$ cat config.mk
export PLATFORM = sky130hd
export DESIGN_NAME = mac_seq_ctrl
export DESIGN_NICKNAME = d
export VERILOG_FILES = /design/src/rtl/mac_seq_ctrl.sv
export SDC_FILE = /design/constraint.sdc
export NUM_CORES = 1
export LEC_CHECK = 0
export CAP_MARGIN = 10
export CORE_MARGIN = 2
export CORE_UTILIZATION = 30
export CTS_BUF_LIST = sky130_fd_sc_hd__clkbuf_4 sky130_fd_sc_hd__clkbuf_8 sky130_fd_sc_hd__clkbuf_16
export DETAILED_ROUTE_END_ITERATION = 8
export PLACE_DENSITY = 0.71
export SETUP_SLACK_MARGIN = 0.3
export SKIP_LAST_GASP = 1
export SLEW_MARGIN = 20
export SYNTH_ARGS = -nofsm -noshare
export SYNTH_HDL_FRONTEND = slang
export SYNTH_SLANG_ARGS = --single-unit
$ cat constraint.sdc
create_clock -name clk_i -period 3.1 [get_ports clk_i]
set_input_delay 0.775 -clock clk_i [delete_from_list [all_inputs] [get_ports clk_i]]
set_output_delay 0.775 -clock clk_i [all_outputs]
set_load 0.05 [all_outputs]
$ cat src/rtl/mac_seq_ctrl.sv
// mac_seq_ctrl: per-job sequencer for the signed MAC datapath.
// Each job loads a bias into the accumulator, streams len operand pairs
// through mac_unit under valid/ready, then presents the accumulator on a
// valid/ready result port.
//
// state | meaning
// IDLE  | waiting for start, mac_unit untouched
// LOAD  | accumulator <= bias
// RUN   | accepting operand pairs, bubbles hold the accumulator
// DRAIN | last product has landed, capture mac_result
// OUT   | result presented until out_ready
module mac_seq_ctrl #(
    parameter int DW = 16,
    parameter int AW = 32,
    parameter int LW = 8
) (
    input  logic                 clk_i,
    input  logic                 rst_i,
    input  logic                 start_i,
    input  logic [LW-1:0]        len_i,
    input  logic signed [AW-1:0] bias_i,
    input  logic                 abort_i,
    input  logic                 in_valid_i,
    output logic                 in_ready_o,
    input  logic signed [DW-1:0] in_x_i,
    input  logic signed [DW-1:0] in_y_i,
    output logic                 out_valid_o,
    input  logic                 out_ready_i,
    output logic signed [AW-1:0] out_result_o,
    output logic                 busy_o,
    output logic                 mac_en_o,
    output logic                 mac_acc_load_o,
    output logic signed [AW-1:0] mac_z_o,
    output logic signed [DW-1:0] mac_x_o,
    output logic signed [DW-1:0] mac_y_o,
    input  logic signed [AW-1:0] mac_result_i
);

    typedef enum logic [2:0] {
        IDLE  = 3'd0,
        LOAD  = 3'd1,
        RUN   = 3'd2,
        DRAIN = 3'd3,
        OUT   = 3'd4
    } state_t;

    state_t                state_q, state_d;
    logic [LW-1:0]         cnt_q, cnt_d;
    logic signed [AW-1:0]  bias_q, bias_d;
    logic signed [AW-1:0]  result_q, result_d;

    // State, remaining-pair counter, latched bias and result register.
    always_ff @(posedge clk_i or posedge rst_i) begin
        if (rst_i) begin
            state_q  <= IDLE;
            cnt_q    <= '0;
            bias_q   <= '0;
            result_q <= '0;
        end else begin
            state_q  <= state_d;
            cnt_q    <= cnt_d;
            bias_q   <= bias_d;
            result_q <= result_d;
        end
    end

    // Next-state logic and all mac_unit / handshake controls.
    always_comb begin
        state_d        = state_q;
        cnt_d          = cnt_q;
        bias_d         = bias_q;
        result_d       = result_q;
        in_ready_o     = 1'b0;
        out_valid_o    = 1'b0;
        mac_en_o       = 1'b0;
        mac_acc_load_o = 1'b0;
        mac_z_o        = '0;
        mac_x_o        = '0;
        mac_y_o        = '0;

        case (state_q)
            IDLE: begin
                if (start_i) begin
                    cnt_d   = len_i;
                    bias_d  = bias_i;
                    state_d = LOAD;
                end
            end
            LOAD: begin
                mac_en_o       = 1'b1;
                mac_acc_load_o = 1'b1;
                mac_z_o        = bias_q;
                state_d        = (cnt_q == '0) ? DRAIN : RUN;
            end
            RUN: begin
                in_ready_o = 1'b1;
                if (in_valid_i) begin
                    mac_en_o = 1'b1;
                    mac_x_o  = in_x_i;
                    mac_y_o  = in_y_i;
                    cnt_d    = cnt_q - 1'b1;
                    if (cnt_q == LW'(1)) begin
                        state_d = DRAIN;
                    end
                end
            end
            DRAIN: begin
                result_d = mac_result_i;
                state_d  = OUT;
            end
            OUT: begin
                out_valid_o = 1'b1;
                if (out_ready_i) begin
                    state_d = IDLE;
                end
            end
            default: begin
                state_d = IDLE;
            end
        endcase

        // Abort wins over every transfer this cycle: nothing is consumed,
        // the accumulator is left alone and the last result is kept.
        if (abort_i) begin
            state_d        = IDLE;
            cnt_d          = cnt_q;
            bias_d         = bias_q;
            result_d       = result_q;
            in_ready_o     = 1'b0;
            mac_en_o       = 1'b0;
            mac_acc_load_o = 1'b0;
            mac_z_o        = '0;
            mac_x_o        = '0;
            mac_y_o        = '0;
        end
    end

    assign busy_o       = (state_q != IDLE);
    assign out_result_o = result_q;

endmodule

# == Word-level counts from Yosys, hierarchy flattened ==
# Index checks and enable logic that the tools add are counted.
# word_totals
reg_bits,75
latch_bits,0
mem_bits_rw,0
rom_bits,0
in_bits,110
output_inout_bits,101
memories,0
# classes
addsub,1
multipliers,0
n_div,0
order_cmp,0
n_eq_ne,11
shift,0
mux,26
bitwise,1
n_reduce_logical,8
# ops
cell,n
2-to-1 mux 16 bit,6
2-to-1 mux 32 bit,2
2-to-1 mux 8 bit,2
case mux 8 bit (2 select lines),1
2-to-1 mux 3 bit,5
case mux 3 bit (5 select lines),1
inequality test 3 bit (second input constant),4
equality test 8 x 1 -> 1 bit (second input constant),1
logical NOT 8 bit,1
2-to-1 mux 1 bit,8
AND reduction 4 bit,2
subtractor 8 x 1 -> 8 bit (second input constant),1
equality test 3 x 2 -> 1 bit (second input constant),2
inequality test 2 bit (second input constant),2
equality test 3 x 1 -> 1 bit (second input constant),1
equality test 3 bit (second input constant),1
logical NOT 3 bit,1
AND reduction 3 bit,1
nonzero test 3 bit,1
case mux 1 bit (2 select lines),1
AND reduction 2 bit,1
nonzero test 2 bit,1
inverter 1 bit,1

# == Longest topological paths before layout ==
# Gate-level depths: netlist (run 1).
# logic_depth
ltp_word,5
depth_mapped,6
depth_no_buf,6

# == Least setup slack after synthesis (run 1) ==
# OpenSTA, ideal clock, no wires.
# synth_path
path_kind,input-to-output
from,in abort_i
to,out mac_x_o[10]
t_arrival_ns,2.383
required_ns,2.325
slack_ns,-0.058
cell_stages,3
path_buffers,1
path_cell_list,nor4b_2 -> clkbuf_1 -> and3_1
# synth_via
elab_chain_len,1
# synth_lines
element,line_no,source
"start, declared",22,"input logic abort_i,"
2-to-1 mux 16 bit,124,if (abort_i) begin
"end, declared",34,"output logic signed [DW-1:0] mac_x_o,"
# Every way passes these cells.

# == Worst setup path in the final report (run 1) ==
# layout_path
from,in abort_i
to,out mac_y_o[15]
# layout_via
elab_chain_len,1
# layout_lines
element,line_no,source
2-to-1 mux 16 bit,124,
"end, declared",35,"output logic signed [DW-1:0] mac_y_o,"
# Every way passes these cells.

==> flow_summary.toml, run 1 <==
[outcome]
status = "finished, final reports clean"

[synth]
synthesis.nets = 402
ys_ff_latch = 75
synth-async-reset-ratio_pct = 100
netlist_top_cells_area = "dfrtp_1 (53%), mux2_2 (21%), and2_1 (5.9%), and3_1 (5.9%), buf_2 (1.6%)"
synth.largest_area_cell = "dfrtp_1"
ys.flop_type = "dfrtp_1"
synth_cell_types = 33
synth_common_cells = "dfrtp_1 (75), mux2_2 (64), and2_1 (33), and3_1 (33), buf_2 (11)"
synthesis.area_mm2 = 0.00351
synth.most_common_cell = "dfrtp_1"
ys_seq_area_share_pct = 53.5
avgSynthCellArea_um2 = 12.1
synth_warnings = 0
synth_edf_count = 0
synth_top_area_share_pct = 53.5
synth_cells = 289

[timing]
worstMarginPinSlew_ps = 533
setup_viol = 0
setup_tns_ps = 0
rsz0062_at_grt = "false"
min_period_over_period_pct = 88.8
slew_violations = 0
min_period_ps = 2750
finalHoldViolations = 0
skew_ps = 5.15
fmax_mhz = 363
slew-limit-headroom_pct = 64.3

[power_and_ir_drop]
leakage_nw = 3.02
power_switching_w = 0.00150
peakVddDrop_uv = 663
p_per_area_mw_per_mm2 = 609
switching_share_pct = 35.1
power_frac_clock_pct = 25.4
internal_power_w = 0.00277
pwr-share-comb_pct = 41.2
pwr-share-seq_pct = 33.4

[cts]
htreeDepth = 3
clock_latency_ps = 330
clk_pin_slew_ps = 50
clock_sinks = 75
root_buffer = "clkbuf_16"
hold_buffers = 0
cts.path.max_buffers = 2
cts_tree = "yes"
cts_made_buffers = 9

[worst_setup_path]
criticalPathCategory = "in2out"
critPathLaunchType = "primary input"
critPathCaptureType = "primary output"
path_max_fanout = 8
rr_endpoint = "cnt_q[5]"
r2r_slack_ps = 1390
arrival_ps = 1980
ff2ff_path_depth = 4
timing.rr.start = "state_q[1]"
cp.required_ps = 2320

[layout]
drive_above_1_share_pct = 39.1
num_antenna_cells = 0
stdcell_count = 655
nets = 620
syn2layout_area_growth_pct = 99.8

[floorplanning]
die_w_um = 112
die_h_um = 112
initial_utilization_pct = 30.7
coreArea_mm2 = 0.0114
boundaryPins = 211
rows = 39
dieArea_mm2 = 0.0126

[routing]
viasPerCell = 4.75
drc = 0
drtIter0Drc = 144
ant_nets = 0
vias = 3108
wl_um = 10800
detail_route.first_pass.iterations = 4
wire_per_inst_um = 16.5

[global_route]
antenna_found_initial = 0
grt_max_degree = 76
grt-ovfl-total = 0
grt_pass1_vias = 3259
grt_first_pass_wirelength_um = 17100
grt_use_total_pct = 17.3

[place]
dp_cells = 631
globalplace.congestion = 0.986
dpl.hpwl_um = 8030
portBuffers = 210

[min_path]
hold_path_end = "bias_q[6]"
hp-start = "bias_q[6]"
min_path_type = "reg2reg"
holdPathStages = 1

[run]
max_cap_violations = 0
final cells by class:
class / instances / area (um2)
tap: 143 / 179
fill: 907 / 4400
timing repair buffer: 227 / 2990
multi-input combinational: 191 / 1640
clock buffer: 15 / 289
inverter: 3 / 11.3
clock inverter: 1 / 30.0
sequential: 75 / 1880
routing by layer:
metal  GRT usage, %  up-vias  share of wire, %
met5              0        -                 0
met4           6.67        0               2.3
met3           5.67       14               8.5
met2           30.8      142                52
met1           19.1     1494                37
li1               -     1458                 -
power by group through the flow:
| stage | Sequential, W | Combinational, W | Clock, W |
|---|---|---|---|
| after floorplan | 0.00192 | 0.000538 | 0 |
| after global placement | 0.00143 | 0.00172 | 0 |
| after detailed placement | 0.00144 | 0.00175 | 0 |
| after CTS | 0.00143 | 0.00177 | 0.00112 |
| after global routing | 0.00146 | 0.00185 | 0.00116 |
| final | 0.00143 | 0.00176 | 0.00109 |
repair_timing:
item	CTS	global route
pin swaps	1	1
setup endpoints to repair	67	32
resized for setup	19	6
setup buffers	7	0
gates cloned	1	0
flip-flops by register name (all words and copies together), names as in the netlist:
signal	count
bias_q	32
cnt_q	8
out_result_o	32
state_q	3
stage by stage:
stage          cell area, um2  setup WS, ps  total power (W)  hold slack, ps  utilization, %
3_5_place_dp             6540          80.3          0.00319             485            57.3
4_1_cts                  7000           298          0.00432             498            61.3
5_1_grt                  7010           303          0.00447             507            61.4
2_1_floorplan            3530           319          0.00246             470               -
6_report                 7010           346          0.00427             493            61.4
3_3_place_gp             6540           102          0.00315             479            57.3
cells in the final DEF (no fill, tap or decap), types with 2 or more instances in the layout:
master	n
clkdlybuf4s50_1	141
dfrtp_1	72
buf_12	72
mux2_2	64
and2_1	25
and3_1	17
and3_4	14
clkbuf_16	9
buf_4	9
nor2_1	8
a21oi_1	8
and2_2	8
o21ai_0	6
nand2_1	5
nand3_1	4
a2bb2oi_1	3
ha_1	3
clkbuf_4	3
clkbuf_8	3
dfrtp_2	3
nor4_1	2
o2bb2ai_1	2
or3_1	2
nor4b_4	2
inv_1	2
and3_2	2
buf_6	2
how the worst max path moves through the flow:
| stage | startpoint | cells past startpoint | endpoint |
|---|---|---|---|
| after CTS | abort_i | 7 | mac_y_o[13] |
| final | abort_i | 6 | mac_y_o[15] |
| after global routing | abort_i | 6 | mac_x_o[1] |
| after global placement | abort_i | 5 | mac_z_o[13] |
| after floorplan | abort_i | 3 | mac_x_o[10] |
| after detailed placement | abort_i | 5 | mac_y_o[13] |
logic make-up after synthesis:
kind of cell,share of synthesized area [%]
simple gates,17.0
mux,20.8
fa+ha+maj,1.07
buf+inv,2.85
flops,53.5
compound gates,4.85
critical path, cell delays in order:
cell and delay [ps]:
buf_2 140, nor4b_4 290, bufbuf_16 310, buf_6 130, and3_4 200, buf_12 130
Note: power is estimated with default switching activity, not from simulation.
==> inputs of run 2 (changes only) <==
--- a/config.mk
+++ b/config.mk
@@ -10,7 +10,8 @@
 export CORE_UTILIZATION = 30
 export CTS_BUF_LIST = sky130_fd_sc_hd__clkbuf_4 sky130_fd_sc_hd__clkbuf_8 sky130_fd_sc_hd__clkbuf_16
 export DETAILED_ROUTE_END_ITERATION = 8
-export PLACE_DENSITY = 0.71
+export DONT_BUFFER_PORTS = 1
+export PLACE_DENSITY = 0.48
 export SETUP_SLACK_MARGIN = 0.3
 export SKIP_LAST_GASP = 1
 export SLEW_MARGIN = 20
==> run 2 against run 1 <==
Compared with the run above:
- clock skew is 4.0 ps higher
- first-iteration DRC count fell by 44%
- power shrank 14%
- clock power about the same
- critical path depth is 2 lower
- cell count is 30% lower
==> flow_summary.toml, run 2 (synthesis gave the netlist of run 1 again) <==
[power_and_ir_drop]
power_switching_w = 0.00142
pwr-share-comb_pct = 16.6
power.total_w = 0.00368
internal_power_w = 0.00226
power_frac_clock_pct = 29.7
p_per_area_mw_per_mm2 = 851
peakVddDrop_uv = 396
leakage_nw = 2.04
switching_share_pct = 38.5
pwr-share-seq_pct = 53.7

[layout]
num_antenna_cells = 0
syn2layout_area_growth_pct = 23.2
drive_above_1_share_pct = 49.8
final_cell_mix = "dfrtp_1 (75), mux2_2 (64), and2_2 (32)"
final_common_cell = "dfrtp_1"
nets = 426

[floorplanning]
boundaryPins = 211
initial_utilization_pct = 30.7
die_h_um = 112
rows = 39
dieArea_mm2 = 0.0126
coreArea_mm2 = 0.0114
die_w_um = 112

[worst_setup_path]
path_max_fanout = 34
startpoint = "state_q[2]"
timing.rr.start = "state_q[2]"
ff2ff_path_depth = 4
arrival_ps = 1910
critPathLaunchType = "flop"
cp.required_ps = 2320
criticalPathCategory = "reg2out"
critPathCaptureType = "primary output"

[min_path]
min_path_type = "in2async"

[timing]
skew_ps = 9.14
finalHoldViolations = 0
fmax_mhz = 372
slew-limit-headroom_pct = 48.9
hold_ws_ps = 305
worstMarginPinSlew_ps = 760
min_period_over_period_pct = 86.6
min_period_ps = 2680
setup_tns_ps = 0
rsz0062_at_grt = "false"
setup_viol = 0
slew_violations = 0

[routing]
wl_um = 8470
ant_nets = 0
viasPerCell = 5.11
drtIter0Drc = 80
wire_per_inst_um = 18.4
detail_route.first_pass.iterations = 4
vias = 2349
drc = 0

[outcome]
status = "finished, final reports clean"

[global_route]
grt_first_pass_wirelength_um = 12800
grt_max_degree = 36
grt_pass1_vias = 2451
antenna_found_initial = 3
grt-ovfl-total = 0
grt_use_total_pct = 13.1

[place]
dpl.hpwl_um = 6350
portBuffers = 0
globalplace.congestion = 0.809

[cts]
cts_tree = "yes"
cts_made_buffers = 9
clock_sinks = 75
clock_latency_ps = 320
clk_pin_slew_ps = 60
hold_buffers = 0
root_buffer = "clkbuf_16"
htreeDepth = 3
cts.path.max_buffers = 2

[run]
max_cap_violations = 0
## run 2: cell types whose count changed in the layout (fill, tap and decap cells not counted), moves of 2 or more
cell and delta:
dfrtp_2 -3, dfrtp_1 +3, buf_12 -65, and2_2 +24
and3_4 -14, and3_1 +10, buf_4 +15, clkbuf_8 -3
clkdlybuf4s50_1 -141, clkinv_2 +2, and3_2 +4, and2_1 -24
clkbuf_4 -2
## run 2: worst max-delay path: stages (launching register included)
cell and delay, ps:
dfrtp_1 510, nor4b_4 380, buf_8 270, and3_1 210, buf_4 200
## run 2: cell type report
cell class	count	area [um2]
fillers	1109	7090
flip-flops and latches	75	1880
multi-input cells	191	1600
repair buffers	33	347
clock buffers	10	233
well taps	143	179
clock inverters	5	78.8
inverters	3	11.3
## run 2: stage by stage
stage               cells  worst slack, ps  cell area (um2)  utilization (%)
floorplan             289              319             3530                -
global placement      445              497             3970             34.8
detailed placement    445              445             3970             34.8
CTS                   460              359             4320             37.8
global route          460              309             4330             37.9
finish                460              415             4330             37.9
## run 2: worst paths after layout
kind | endpoint | slack [ps]
worst min-delay path | out_result_o[17] | 300
min in group clk_i | bias_q[27] | 500
max in group asynchronous | out_result_o[8] | 2080
worst max-delay path | mac_y_o[3] | 420
worst min register to register | bias_q[27] | 500
worst max register to register | out_result_o[23] | 1310
## run 2: power by group through the flow
stage	Clock (W)	Sequential (W)	Combinational (W)
floorplan	0	0.00192	0.000538
global placement	0	0.00200	0.000596
detailed placement	0	0.00199	0.000616
CTS	0.00112	0.00198	0.000620
global route	0.00117	0.00202	0.000668
finish	0.00109	0.00198	0.000611
## run 2: timing repair
action | CTS | global route
gates resized for setup | 25 | 2
pin swaps | 0 | 0
endpoints found under the setup margin | 28 | 18
buffers inserted | 0 | 0
## run 2: metal layers
metal  wire, um  GRT usage [%]
met2       4530           24.4
met5          0              0
met1       2980           13.8
met4        144           4.15
met3        812           4.75
